$ cat src/rtl/aixh_mxc_upper_qtile_loader_if.sv
// Bundle of the row-word stream, load commands and column-side shift/capture
// signals between the tile loader and its neighbours.
interface aixh_mxc_upper_qtile_loader_if #(
  parameter int DWIDTH = 64
);
  logic              i_valid;
  logic [DWIDTH-1:0] i_data;
  logic              o_ready;
  logic              i_start;
  logic              i_flush;
  logic              o_senable;
  logic [DWIDTH-1:0] o_sdata;
  logic              o_csync;
  logic              o_busy;
  logic              o_done;
  logic              o_err;

  modport master (
    output i_valid, i_data, i_start, i_flush,
    input  o_ready, o_senable, o_sdata, o_csync, o_busy, o_done, o_err
  );

  modport slave (
    input  i_valid, i_data, i_start, i_flush,
    output o_ready, o_senable, o_sdata, o_csync, o_busy, o_done, o_err
  );
endinterface

$ cat src/rtl/aixh_mxc_upper_qtile_loader.sv
// Upper queue-tile column loader: buffers row words, shifts ROWS of them into
// the column on command, then strobes csync so all cells capture together.
module aixh_mxc_upper_qtile_loader #(
  parameter int DWIDTH     = 64,
  parameter int ROWS       = 8,
  parameter int FIFO_DEPTH = 4
) (
  input  logic aixh_core_clk,
  input  logic aixh_core_rstn,
  aixh_mxc_upper_qtile_loader_if.slave bus
);
  localparam int PW = $clog2(FIFO_DEPTH);
  localparam int CW = PW + 1;
  localparam int RW = $clog2(ROWS + 1);

  typedef enum logic [1:0] {
    IDLE = 2'd0,
    LOAD = 2'd1,
    SYNC = 2'd2
  } state_t;

  state_t            state;
  logic [RW-1:0]     row_cnt;
  logic [DWIDTH-1:0] mem [FIFO_DEPTH];
  logic [PW-1:0]     wr_ptr;
  logic [PW-1:0]     rd_ptr;
  logic [CW-1:0]     count;

  logic              push_p0;
  logic              pop_p0;
  logic              ready;
  logic              sen_p1;
  logic [DWIDTH-1:0] sdata_p1;
  logic              csync_p1;
  logic              done_p1;
  logic              err_p1;

  // Ready depends only on the registered count, so a full FIFO stays
  // closed even in a cycle where it is also being popped.
  assign ready   = (count != CW'(FIFO_DEPTH));
  assign push_p0 = bus.i_valid & ready & ~bus.i_flush;
  assign pop_p0  = (state == LOAD) & (count != '0) & ~bus.i_flush;

  always_ff @(posedge aixh_core_clk) begin
    if (push_p0) mem[wr_ptr] <= bus.i_data;
  end

  // Stage p0 -> p1: FIFO/FSM update and registered column outputs
  always_ff @(posedge aixh_core_clk or negedge aixh_core_rstn) begin
    if (!aixh_core_rstn) begin
      state    <= IDLE;
      row_cnt  <= '0;
      wr_ptr   <= '0;
      rd_ptr   <= '0;
      count    <= '0;
      sen_p1   <= 1'b0;
      sdata_p1 <= '0;
      csync_p1 <= 1'b0;
      done_p1  <= 1'b0;
      err_p1   <= 1'b0;
    end else if (bus.i_flush) begin
      state    <= IDLE;
      row_cnt  <= '0;
      wr_ptr   <= '0;
      rd_ptr   <= '0;
      count    <= '0;
      sen_p1   <= 1'b0;
      csync_p1 <= 1'b0;
      done_p1  <= 1'b0;
      err_p1   <= 1'b0;
    end else begin
      sen_p1   <= pop_p0;
      if (pop_p0) sdata_p1 <= mem[rd_ptr];
      csync_p1 <= (state == SYNC);
      done_p1  <= (state == SYNC);
      err_p1   <= bus.i_start & (state != IDLE);

      if (push_p0) wr_ptr <= wr_ptr + 1'b1;
      if (pop_p0)  rd_ptr <= rd_ptr + 1'b1;
      case ({push_p0, pop_p0})
        2'b10:   count <= count + 1'b1;
        2'b01:   count <= count - 1'b1;
        default: count <= count;
      endcase

      case (state)
        IDLE: begin
          if (bus.i_start) begin
            state   <= LOAD;
            row_cnt <= '0;
          end
        end
        LOAD: begin
          if (pop_p0) begin
            row_cnt <= row_cnt + 1'b1;
            if (row_cnt == RW'(ROWS - 1)) state <= SYNC;
          end
        end
        SYNC:    state <= IDLE;
        default: state <= IDLE;
      endcase
    end
  end

  assign bus.o_ready   = ready;
  assign bus.o_busy    = (state != IDLE);
  assign bus.o_senable = sen_p1;
  assign bus.o_sdata   = sdata_p1;
  assign bus.o_csync   = csync_p1;
  assign bus.o_done    = done_p1;
  assign bus.o_err     = err_p1;
endmodule

$ cat src/flat_wrapper.sv
// flat-port wrapper written by rule: the top's interface ports become plain ports
module aixh_mxc_upper_qtile_loader_flat 
#(
  parameter int DWIDTH     = 64,
  parameter int ROWS       = 8,
  parameter int FIFO_DEPTH = 4
)
  (aixh_core_clk, aixh_core_rstn, bus_i_valid, bus_i_data, bus_i_start, bus_i_flush, bus_o_ready, bus_o_senable, bus_o_sdata, bus_o_csync, bus_o_busy, bus_o_done, bus_o_err);
  aixh_mxc_upper_qtile_loader_if #(.DWIDTH(DWIDTH)) bus_i ();
  input  logic aixh_core_clk;
  input  logic aixh_core_rstn;
  input wire logic [$bits(bus_i.i_valid)-1:0] bus_i_valid;
  input wire logic [$bits(bus_i.i_data)-1:0] bus_i_data;
  input wire logic [$bits(bus_i.i_start)-1:0] bus_i_start;
  input wire logic [$bits(bus_i.i_flush)-1:0] bus_i_flush;
  output wire logic [$bits(bus_i.o_ready)-1:0] bus_o_ready;
  output wire logic [$bits(bus_i.o_senable)-1:0] bus_o_senable;
  output wire logic [$bits(bus_i.o_sdata)-1:0] bus_o_sdata;
  output wire logic [$bits(bus_i.o_csync)-1:0] bus_o_csync;
  output wire logic [$bits(bus_i.o_busy)-1:0] bus_o_busy;
  output wire logic [$bits(bus_i.o_done)-1:0] bus_o_done;
  output wire logic [$bits(bus_i.o_err)-1:0] bus_o_err;
  assign bus_i.i_valid = bus_i_valid;
  assign bus_i.i_data = bus_i_data;
  assign bus_i.i_start = bus_i_start;
  assign bus_i.i_flush = bus_i_flush;
  assign bus_o_ready = bus_i.o_ready;
  assign bus_o_senable = bus_i.o_senable;
  assign bus_o_sdata = bus_i.o_sdata;
  assign bus_o_csync = bus_i.o_csync;
  assign bus_o_busy = bus_i.o_busy;
  assign bus_o_done = bus_i.o_done;
  assign bus_o_err = bus_i.o_err;
  aixh_mxc_upper_qtile_loader #(.DWIDTH(DWIDTH), .ROWS(ROWS), .FIFO_DEPTH(FIFO_DEPTH)) u_core (.aixh_core_clk(aixh_core_clk), .aixh_core_rstn(aixh_core_rstn), .bus(bus_i));
endmodule
$ cat config.mk
export PLATFORM = sky130hd
export DESIGN_NAME = aixh_mxc_upper_qtile_loader_flat
export DESIGN_NICKNAME = d
export VERILOG_FILES = /design/src/rtl/aixh_mxc_upper_qtile_loader_if.sv /design/src/rtl/aixh_mxc_upper_qtile_loader.sv /design/src/flat_wrapper.sv
export SDC_FILE = /design/constraint.sdc
export NUM_CORES = 1
export LEC_CHECK = 0
export CORE_MARGIN = 2
export CORE_UTILIZATION = 32
export DETAILED_ROUTE_END_ITERATION = 8
export PLACE_DENSITY = 0.54
export SLEW_MARGIN = 20
export SYNTH_ARGS = -nofsm -noshare
export SYNTH_HDL_FRONTEND = slang
export SYNTH_SLANG_ARGS = --single-unit
$ cat constraint.sdc
create_clock -name aixh_core_clk -period 4.1 [get_ports aixh_core_clk]
set_clock_uncertainty 0.05 [all_clocks]
set_input_delay 0.41 -clock aixh_core_clk [delete_from_list [all_inputs] [get_ports aixh_core_clk]]
set_output_delay 0.41 -clock aixh_core_clk [all_outputs]
set_load 0.02 [all_outputs]
Yosys cells after proc, flatten, opt, wreduce, memory -nomap -nowiden
Memory sizes are Yosys's and may differ from the RTL's. A register that Yosys moved wholly into a read port is not among the register bits. Cells that the tools add are included.

Bits of input ports: 69. Bits in registers: 16. Bits in writable memories: 256. Memories kept: 1. Logic and storage cells: 60.

Memories: u_core.mem (depth 4, width 64, rd ports 1, clocked after memory_dff 1, wr ports 1, RTL line aixh_mxc_upper_qtile_loader.sv:24) `logic [DWIDTH-1:0] mem [FIFO_DEPTH];`.

Equality and inequality tests: 9. Multiplexer cells: 20. $add $sub $neg: 5. Reduce and logical (&&, ||, !) cells: 11. Bitwise gates (word level): 6.

Operators with widths (number): 2-to-1 mux 2 bit (8); 2-to-1 mux 4 bit (3); != test 3 bit, second input constant (3); nonzero test 3 bit (3); case mux 4 bit (2 select lines) (1); case mux 3 bit (2 select lines) (1); AND reduction 3 bit (2); nonzero test 2 bit (3); AND 1 bit (5); 2-to-1 mux 1 bit (5); adder 2 x 1 -> 2 bit, second input constant (2); adder 4 x 1 -> 4 bit, second input constant (1); equality test 2 x 1 -> 1 bit, second input constant (2); equality test 2 bit, second input constant (2); equality test 4 x 3 -> 1 bit, second input constant (1); case mux 2 bit (2 select lines) (1); adder 3 x 1 -> 3 bit, second input constant (1); 2-to-1 mux 3 bit (1); != test 3 x 2 -> 1 bit, second input constant (1); subtractor 3 x 1 -> 3 bit, second input constant (1); logical NOT 2 bit (1); AND reduction 2 bit (1); logical NOT 1 bit (1); inverter 1 bit (1).

Longest topological paths before layout
Gate-level depths: netlist of the first run.

Depth in word-level cells: 6. Depth in mapped cells: 7. Gate-level depth less buffers: 7.

Least setup slack after synthesis of the first run
Ideal clock, no wire load.

Path type: reg-to-reg. Start point: register u_core.count[2]. End point: memory u_core.mem[0][0], enable pin. Period minus slack after synthesis: 3.190 ns. Required time: 3.621 ns. Stages on the path, launching flop included: 6. Arrival: 2.711 ns. Setup slack: 0.910 ns. Cell sequence: dfrtp_1 > or3b_1 > clkbuf_1 > nand2_2 > nor2_1 > and2_1.

Cells in the longest elaborated chain, start to end: 5.

Ends and longest elaborated chain: start, declared (RTL line aixh_mxc_upper_qtile_loader.sv:27) `logic [CW-1:0] count;`; start signal, assigned (RTL line aixh_mxc_upper_qtile_loader.sv:81) `2'b10: count <= count + 1'b1;`; start signal, assigned (RTL line aixh_mxc_upper_qtile_loader.sv:82) `2'b01: count <= count - 1'b1;`; start signal, assigned (RTL line aixh_mxc_upper_qtile_loader.sv:83) `default: count <= count;`; != test 3 bit (RTL line aixh_mxc_upper_qtile_loader.sv:40) `assign ready = (count != CW'(FIFO_DEPTH));`; named net bus_o_ready (RTL line flat_wrapper.sv:16) `output wire logic [$bits(bus_i.o_ready)-1:0] bus_o_ready;`; AND 1 bit (2 in series) (RTL line aixh_mxc_upper_qtile_loader.sv:41) `assign push_p0 = bus.i_valid & ready & ~bus.i_flush;`; 2-to-1 mux 1 bit (RTL line aixh_mxc_upper_qtile_loader.sv:45) `if (push_p0) mem[wr_ptr] <= bus.i_data;`; 2-to-1 mux 1 bit (implied by the code) (RTL line aixh_mxc_upper_qtile_loader.sv:45); end, declared (RTL line aixh_mxc_upper_qtile_loader.sv:24).

The timed path passes the listed nets, and every way through them passes these cells.

Final worst setup path of the first run
Start point: register u_core.count[0]. End point: output port bus_o_ready.

Cells in the longest elaborated chain, start to end: 1.

Ends and longest elaborated chain (RTL line): != test 3 bit (aixh_mxc_upper_qtile_loader.sv:40); end, declared (flat_wrapper.sv:16).

No other way between the ends.

==> reports/qor.yml, run 1 <==
status: "complete, no violations"
vias: 5712
cts_hold_buf: 1
placed_cell_area_mm2: 0.0144
post_drt_wl_per_cell_um: 19.3
cp_max_fo: 6
peakVddDrop_mv: 0.433
cap_violations: 0
clkTransAtPathRegs_ns: 0.06
rsz0062_at_grt: "no"
met1_length_um: 10200
place_hpwl_um: 14100
drtIter0Drc: 260
ys_warn_count: 0
setup_violations: 0
critPathSlowestCell: "clkdlybuf4s50_1"
ant_nets: 0
syn_inst: 556
regToRegStartpoint: "u_core.count[0]$_DFFE_PN0P_"
r2r_cells: 7
first_global_vias: 6455
clk_latency_ns: 0.53
hold_viol_final: 0
routed_wl_um: 24400
crit_chain: "or3b_1 > clkdlybuf4s50_1"
synth-seq-cells: 336
cts_sinks: 336
synthFlopType: "edfxtp_1"
ys_seq_area_share_pct: 77.6
num_io_pins: 139
max_stage_delay_ns: 0.58
reg2reg_to: "u_core.count[2]$_DFFE_PN0P_"
dieArea_mm2: 0.0406
cp.required_ns: 3.64
rows: 72
hold_end: "u_core.bus.o_sdata[28]$_DFFE_PN0P_"
grt_max_degree: 66
syn_to_final_growth_pct: 26.5
synth_area_leaders: "edfxtp_1 62%, dfrtp_1 16%, mux4_2 12%"
cp_top_family: "buffers and inverters"
die_x_um: 202
start_kind: "flip-flop"
post-cts-setup-buffers: 0
cts_buffer_depth: 3
avgViaCountPerCell: 4.52
worst-path-buf-inv: 1
start_util_pct: 32.4
finalCriticalPeriod_ns: 2.52
whs_path_depth: 1
clockRootBuffer: "clkbuf_16"
htreeDepth: 2
drc: 0
final_layout_size_suffix_gt1_share_pct: 24.9
worstSetupPathType: "reg -> out"
layout.nets: 792
grt.total_usage_pct: 12.4
syn_area_mm2: 0.0125
hold_path.startpoint: "u_core.bus.o_sdata[28]$_DFFE_PN0P_"
synth_fp_nets: 631
arrival_ns: 2.06
p_leak_nw: 5.33
dr_wl_met3_um: 1440
min_path_type: "reg -> reg"
setup_tns_ns: 0
powerDensity_mw_per_mm2: 643
highest_layer: "met5"
placement.io_buffers: 138
cts_resized: 0
dr.pass1.iters: 4
end_kind: "primary output"
grt-ovfl-total: 0
yosysUniqueCellTypes: 38
async_reset_ff_share_pct: 23.8
grt_pass1_wl_um: 38300
finalMaxSlewViolations: 0
tightestPinTransition_ns: 1.06
antenna_found_initial: 1
post-place-ws_ns: 1.26
wl_met2_um: 12300
finalCritPeriodShare_pct: 61.3
place.gp.congestion: 0.673
max_freq_mhz: 398
synth-edff-count: 256
die_h_um: 202
max_slew_margin_pct: 29.4
syn_avg_cell_area_um2: 22.5
yosys.area.top_type: "edfxtp_1"
fin_area_mm2: 0.0158
r2r_slack_ns: 1.61
numCtsBuffers: 37
cts_tree: "built"
core-area_mm2: 0.0386
fin_ws_ns: 1.58
synth_top_cell_area_share_pct: 61.6
worst reg2reg max path, stage by stage (launching register included):
cell       delay (ns)
dfrtp_1          0.46
nor3_2           0.37
or4b_4           0.22
a21oi_1          0.06
fa_1             0.47
nor4b_1          0.35
a2bb2oi_1        0.12
mux2_2           0.29
kinds of logic after synthesis:
group	count (synthesis)	synth area share (%)
muxes	132	17.7
buffers and inverters	31	1.44
DFF	336	77.6
adders and majority gates	6	0.662
AOI/OAI and AO/OA	9	0.541
xor gates and xnor gates	6	0.421
and+or+nand+nor	36	1.64
layer usage:
layer	vias up	GRT usage (%)
met5	-	0
met3	31	3.43
met2	138	21.2
met1	2969	15.3
li1	2572	-
met4	2	3.62
layout make-up:
type	count	area, um^2
Antenna cell	1	2.50
Clock buffer	45	1060
Inverter	5	20.0
Fill cell	3486	22800
Multi-Input combinational cell	189	2620
Clock inverter	23	256
Timing Repair Buffer	148	1480
Sequential cell	336	9700
Tap cell	518	648
per-stage QoR:
stage               power (mW)  utilization [%]  hold WS, ns  cells
finish                    10.1             41.0        0.433   1265
floorplan                 5.71                -       0.0644    556
global placement          6.73             37.5        0.418   1194
CTS                       10.3             40.9        0.427   1263
detailed placement        6.78             37.5        0.428   1194
global route              10.6             40.9        0.447   1264
how the worst max path moves through the flow:
stage	depth (start not counted)	to	slack, ns	startpoint
finish	2	bus_o_ready	1.58	u_core.count[0]$_DFFE_PN0P_
global route	4	u_core.mem[3][2]$_DFFE_PP_	1.44	u_core.count[0]$_DFFE_PN0P_
CTS	3	u_core.bus.o_sdata[37]$_DFFE_PN0P_	1.54	u_core.rd_ptr[0]$_DFFE_PN0P_
detailed placement	6	u_core.bus.o_sdata[2]$_DFFE_PN0P_	1.26	bus_i_flush
global placement	6	u_core.bus.o_sdata[2]$_DFFE_PN0P_	1.30	bus_i_flush
floorplan	5	u_core.mem[0][0]$_DFFE_PP_	0.91	u_core.count[2]$_DFFE_PN0P_
power breakdown:
| part | switching (mW) | internal, mW |
|---|---|---|
| Combinational | 0.975 | 1.19 |
| Sequential | 0.335 | 4.15 |
| Clock | 1.33 | 2.17 |
cell usage in the layout, fill, tap and decap left out, drive strengths merged, types with 2 or more instances in the layout:
| master | instances |
|---|---|
| a2111oi | 2 |
| nand3 | 3 |
| mux4 | 64 |
| clkinv | 14 |
| bufinv | 5 |
| clkdlybuf4s50 | 137 |
| and2 | 4 |
| edfxtp | 256 |
| clkbuf | 45 |
| xnor2 | 5 |
| nor2b | 2 |
| dfrtp | 80 |
| a21oi | 2 |
| nand2b | 2 |
| nor2 | 14 |
| nor3b | 3 |
| ha | 5 |
| inv | 7 |
| clkinvlp | 2 |
| buf | 10 |
| nand2 | 2 |
| mux2 | 67 |
flip-flops by register name, summed over array words and instances, names as in the netlist:
name	cells
u_core.mem	256
u_core.wr_ptr	2
u_core.bus.o_sdata	64
u_core.row_cnt	4
u_core.rd_ptr	2
u_core.state	2
u_core.bus.o_err	1
u_core.count	3
u_core.bus.o_senable	1
u_core.bus.o_csync	1
cells in the mapped netlist, types with 3 or more instances:
library cell  number
inv_1              4
and2_1             4
ha_1               5
xnor2_1            5
buf_2              9
dfrtp_1           80
nor2_1            14
buf_4              4
edfxtp_1         256
nor3b_1            3
mux2_2            39
nand3_1            3
clkbuf_1           9
mux2_1            28
mux4_2            64
Power figures use the tool's default switching activity.
==> inputs of run 2 (changes only) <==
PLACE_DENSITY = 0.56   (was 0.54)
clock period = 2.15 ns   (was 4.1 ns; I/O delays follow)
==> run 2 against run 1 <==
  * Design area up 2.2%
  * Register-to-register slack got worse by 1.5 ns
  * Critical path type unchanged
  * Die area unchanged
  * Combinational power up 110%
  * Largest cell class unchanged
  * Largest power group unchanged
  * Cell count is 2.5% higher
==> reports/qor.yml, run 2 (same netlist as run 1, synthesis figures left out) <==
p_leak_nw: 5.48  # +2.9%
grt_max_degree: 81  # +23%
regMostFlops: "u_core.mem"
layout_common_cells: "256 x edfxtp_1, 135 x clkdlybuf4s50_1, 78 x dfrtp_1"
vias: 5852  # +2.5%
core-area_mm2: 0.0386  # unchanged
powerDensity_mw_per_mm2: 1190  # +85%
cap_violations: 0  # unchanged
first_global_vias: 6376  # -1.2%
tightestPinTransition_ns: 0.496  # -0.563 ns
finalCritPeriodShare_pct: 96.1
largest_register_ffs: 256  # unchanged
max_stage_delay_ns: 0.40  # -0.18 ns
layout_commonest_cell: "edfxtp_1"
clockRootBuffer: "clkbuf_16"
start_kind: "flip-flop"
clk_latency_ns: 0.54  # about the same
htreeDepth: 2  # unchanged
cts_sinks: 336  # unchanged
avgViaCountPerCell: 4.52  # about the same
start_util_pct: 32.4  # unchanged
num_io_pins: 139  # unchanged
rows: 72  # unchanged
die_h_um: 202  # unchanged
setup_violations: 0  # unchanged
routed_wl_um: 24900  # +1.7%
status: "complete, no violations"
cts_buffer_depth: 3  # unchanged
max_slew_margin_pct: 66.1  # +37 points
worst_hold_slack_ns: 0.230  # -0.204 ns
ant_nets: 0  # unchanged
final_layout_size_suffix_gt1_share_pct: 27.5  # +2.6 points
critPathSlowestCell: "dfrtp_1"
end_kind: "primary output"
worstSetupPathType: "reg -> out"
placement.io_buffers: 138  # unchanged
cp_common_cell: "buf_4"
post_drt_wl_per_cell_um: 19.2  # -0.73%
die_x_um: 202  # unchanged
hold_viol_final: 0  # unchanged
rsz0062_at_grt: "no"
diodes: 0  # -1
max_freq_mhz: 484
setup_tns_ns: 0  # unchanged
place_hpwl_um: 14600  # +2.9%
peakVddDrop_mv: 0.799  # +84%
dr.pass1.iters: 4  # unchanged
grt_pass1_wl_um: 38900  # +1.4%
crit_chain: "buf_4 > or3b_1 > buf_4 > buf_2"
cp_max_fo: 4  # -2
layout.nets: 824  # +4.0%
dieArea_mm2: 0.0406  # unchanged
drtIter0Drc: 177  # -32%
antenna_found_initial: 1  # unchanged
syn_to_final_growth_pct: 29.2
cp.required_ns: 1.88  # -1.76 ns
numCtsBuffers: 37  # unchanged
cts_tree: "built"
grt.total_usage_pct: 12.7  # +0.35 points
place.gp.congestion: 0.696  # +3.4%
finalMaxSlewViolations: 0  # unchanged
min_path_type: "in -> async"
drc: 0  # unchanged
finalCriticalPeriod_ns: 2.07
arrival_ns: 1.80  # -0.26 ns
clkTransAtPathRegs_ns: 0.06  # about the same
grt-ovfl-total: 0  # unchanged
## run 2: changes by cell type in the layout (fill, tap and decap cells not counted), sizes merged
cell,delta
inv,-2
clkinvlp,-2
clkdlybuf4s50,-2
clkbuf,+7
dlygate4sd2,+1
buf,+33
clkinv,-1
diode,-1
bufinv,-2
## run 2: metrics by stage
stage               util (%)  area (um^2)  power (mW)  cells  setup slack [ns]
floorplan                  -        12500        10.9    556           0.00384
global placement        38.6        14900        13.1   1226            -0.189
detailed placement      38.6        14900        13.1   1226            -0.161
CTS                     41.8        16100        19.5   1295            0.0343
global route            41.8        16100        20.1   1296           0.00978
finish                  41.8        16100        19.2   1296            0.0848
## run 2: final timing paths
path | startpoint | slack [ns] | to | cells past startpoint
max | u_core.count[1]$_DFFE_PN0P_ | 0.08 | bus_o_ready | 4
max in group asynchronous | aixh_core_rstn | 1.39 | u_core.rd_ptr[1]$_DFFE_PN0P_ | 3
min in group aixh_core_clk | bus_i_data[4] | 0.25 | u_core.mem[3][4]$_DFFE_PP_ | 1
min reg2reg | u_core.bus.o_sdata[34]$_DFFE_PN0P_ | 0.43 | u_core.bus.o_sdata[34]$_DFFE_PN0P_ | 1
max reg2reg | u_core.count[1]$_DFFE_PN0P_ | 0.09 | u_core.count[2]$_DFFE_PN0P_ | 7
min | aixh_core_rstn | 0.23 | u_core.bus.o_sdata[27]$_DFFE_PN0P_ | 3
## run 2: what timing repair did
action	4_1_cts	5_1_grt
cloned	0	0
setup buffers	0	1
pin swaps	0	1
endpoints found under the hold margin	80	0
hold buffers	1	0
resized for setup	5	5
endpoints found under the setup margin	2	1
## run 2: final cells by class
class,instances,area (um^2)
well taps,518,648
fillers,3485,22400
repair buffers,180,1900
multi-input cells,189,2650
flip-flops and latches,336,9700
clock inverters,16,174
clock buffers,52,1040
inverters,5,20.0
## run 2: routing by layer
layer	global-route usage, %	up-vias	wire [um]
met2	20.7	130	12200
met5	0	-	13
li1	-	2631	-
met3	3.84	43	1240
met4	3.94	2	574
met1	16.4	3046	10800
## run 2: critical path: cells and delay by family, from the launching register on
| family | cells | cell delay [ns] |
|---|---|---|
| buf+inv | 3 | 0.48 |
| flops | 1 | 0.40 |
| simple gates | 1 | 0.39 |
## run 2: power breakdown
group	switching, mW	leakage, nW	internal (mW)
combinational	2.09	1.58	2.46
clock	2.49	0.595	3.76
sequential	0.438	3.31	7.91
==> inputs of run 3 (changes only) <==
SKIP_CTS_REPAIR_TIMING = 1   (was default)
==> run 3 against run 2 <==
  * Flip-flop and latch count unchanged
  * Clock power hardly changed
  * Sequential share of layout area hardly changed
  * Critical endpoint unchanged
  * Largest power group unchanged
==> reports/qor.yml, run 3 (same netlist as run 1, synthesis figures left out) <==
cp_max_fo: 4  # unchanged
status: "complete, no violations"
clkTransAtPathRegs_ns: 0.06  # about the same
avgViaCountPerCell: 4.52  # +0.17%
grt_pass1_wl_um: 38900  # about the same
cap_violations: 0  # unchanged
setup_violations: 0  # unchanged
regMostFlops: "u_core.mem"
post_drt_wl_per_cell_um: 19.2  # +0.11%
layout_commonest_cell: "edfxtp_1"
largest_register_ffs: 256  # unchanged
cp.required_ns: 1.88  # about the same
cts_sinks: 336  # unchanged
setup_tns_ns: 0  # unchanged
start_util_pct: 32.4  # unchanged
layout_common_cells: "256 x edfxtp_1, 135 x clkdlybuf4s50_1, 78 x dfrtp_1"
post-place-ws_ns: -0.161  # unchanged
sw_frac_of_total_pct: 26.2  # about the same
min_path_type: "in -> async"
p_sw_mw: 5.01  # -0.14%
p_int_mw: 14.1  # about the same
fin_ws_ns: 0.0899  # +0.00511 ns
cts_buffer_depth: 3  # unchanged
worstSetupPathType: "reg -> out"
finalMaxSlewViolations: 0  # unchanged
arrival_ns: 1.80  # about the same
rsz0062_at_grt: "yes"
clkPwrFrac_pct: 32.6  # about the same
grt-ovfl-total: 0  # unchanged
p_seq_share_pct: 43.6  # about the same
p_leak_nw: 5.49  # +0.19%
wl_met2_um: 12300  # +0.35%
drc: 0  # unchanged
max_freq_mhz: 485  # +0.25%
end_kind: "primary output"
rows: 72  # unchanged
tightestPinTransition_ns: 0.496  # unchanged
finalCritPeriodShare_pct: 95.8  # -0.24 points
diodes: 0  # unchanged
die_x_um: 202  # unchanged
met1_length_um: 10800  # -0.32%
layout.nets: 824  # unchanged
finalCriticalPeriod_ns: 2.06  # -0.00511 ns
drtIter0Drc: 177  # unchanged
clockRootBuffer: "clkbuf_16"
numCtsBuffers: 37  # unchanged
max_slew_margin_pct: 66.1  # unchanged
syn_to_final_growth_pct: 29.2  # about the same
dr_wl_met3_um: 1260  # +1.4%
totalPowerFinal_mw: 19.1  # about the same
vias: 5862  # +0.17%
ant_nets: 0  # unchanged
final_layout_size_suffix_gt1_share_pct: 27.2  # -0.26 points
htreeDepth: 2  # unchanged
dieArea_mm2: 0.0406  # unchanged
peakVddDrop_mv: 0.798  # about the same
powerDensity_mw_per_mm2: 1190  # about the same
grt_max_degree: 81  # unchanged
start_kind: "flip-flop"
die_h_um: 202  # unchanged
dr.pass1.iters: 4  # unchanged
placement.io_buffers: 138  # unchanged
antenna_found_initial: 1  # unchanged
pwr-share-comb_pct: 23.7  # about the same
hold_viol_final: 0  # unchanged
first_global_vias: 6370  # -0.094%
cts_tree: "built"
grt.total_usage_pct: 12.7  # about the same
num_io_pins: 139  # unchanged
clk_latency_ns: 0.54  # about the same
place_hpwl_um: 14600  # unchanged
routed_wl_um: 24900  # +0.11%
core-area_mm2: 0.0386  # unchanged
n_fill_cell: 3488  # +0.086%
highest_layer: "met5"
place.gp.congestion: 0.696  # unchanged
run 3: cell types whose count changed in the layout (fill, tap and decap cells not counted), sizes merged:
cell,previous run,this run
clkbuf,52,53
dlygate4sd2,1,0
dlymetal6s2s,0,1
buf,43,42
run 3: area by class of cell:
class                           count  area, um^2  area share (%)
Clock buffer                       52        1040            6.46
Clock inverter                     16         174            1.08
Inverter                            5        20.0           0.124
Multi-Input combinational cell    189        2640            16.3
Sequential cell                   336        9700            60.1
Tap cell                          518         648            4.02
Timing Repair Buffer              180        1910            11.8
run 3: path summary, 6_finish.rpt:
check                       slack, ns                                from  cells after the start                                 end
setup / recovery                 0.09         u_core.count[1]$_DFFE_PN0P_                      4                         bus_o_ready
hold / removal                   0.23                      aixh_core_rstn                      3  u_core.bus.o_sdata[27]$_DFFE_PN0P_
setup reg to reg                 0.09         u_core.count[1]$_DFFE_PN0P_                      7         u_core.count[2]$_DFFE_PN0P_
hold reg to reg                  0.43  u_core.bus.o_sdata[34]$_DFFE_PN0P_                      1  u_core.bus.o_sdata[34]$_DFFE_PN0P_
max in group asynchronous        1.39                      aixh_core_rstn                      3        u_core.rd_ptr[1]$_DFFE_PN0P_
min in group aixh_core_clk       0.25                       bus_i_data[4]                      1          u_core.mem[3][4]$_DFFE_PP_
run 3: per-stage QoR:
step	area [um^2]	hold WS, ns	cells	util [%]
after floorplan	12500	-0.131	556	-
after global placement	14900	0.264	1226	38.6
after detailed placement	14900	0.266	1226	38.6
after CTS	16100	-0.319	1294	41.7
after global routing	16100	0.232	1296	41.8
final	16100	0.230	1296	41.8
run 3: layer usage:
metal  GRT usage (%)  vias up
met3            3.84       43
met4            3.94        2
met1            16.4     3052
met5               0        -
li1                -     2632
met2            20.7      133
run 3: power by group through the flow:
stage / combinational (mW) / clock [mW] / sequential [mW]
2_1_floorplan: 1.73 / 0 / 9.15
3_3_place_gp: 4.58 / 0 / 8.48
3_5_place_dp: 4.63 / 0 / 8.48
4_1_cts: 4.64 / 6.49 / 8.37
5_1_grt: 4.87 / 6.76 / 8.47
6_report: 4.54 / 6.25 / 8.35
run 3: critical path: stages, from the launching register on:
cell and delay, ns:
dfrtp_1 0.40, buf_4 0.15, or3b_1 0.39, buf_4 0.18, clkbuf_2 0.15
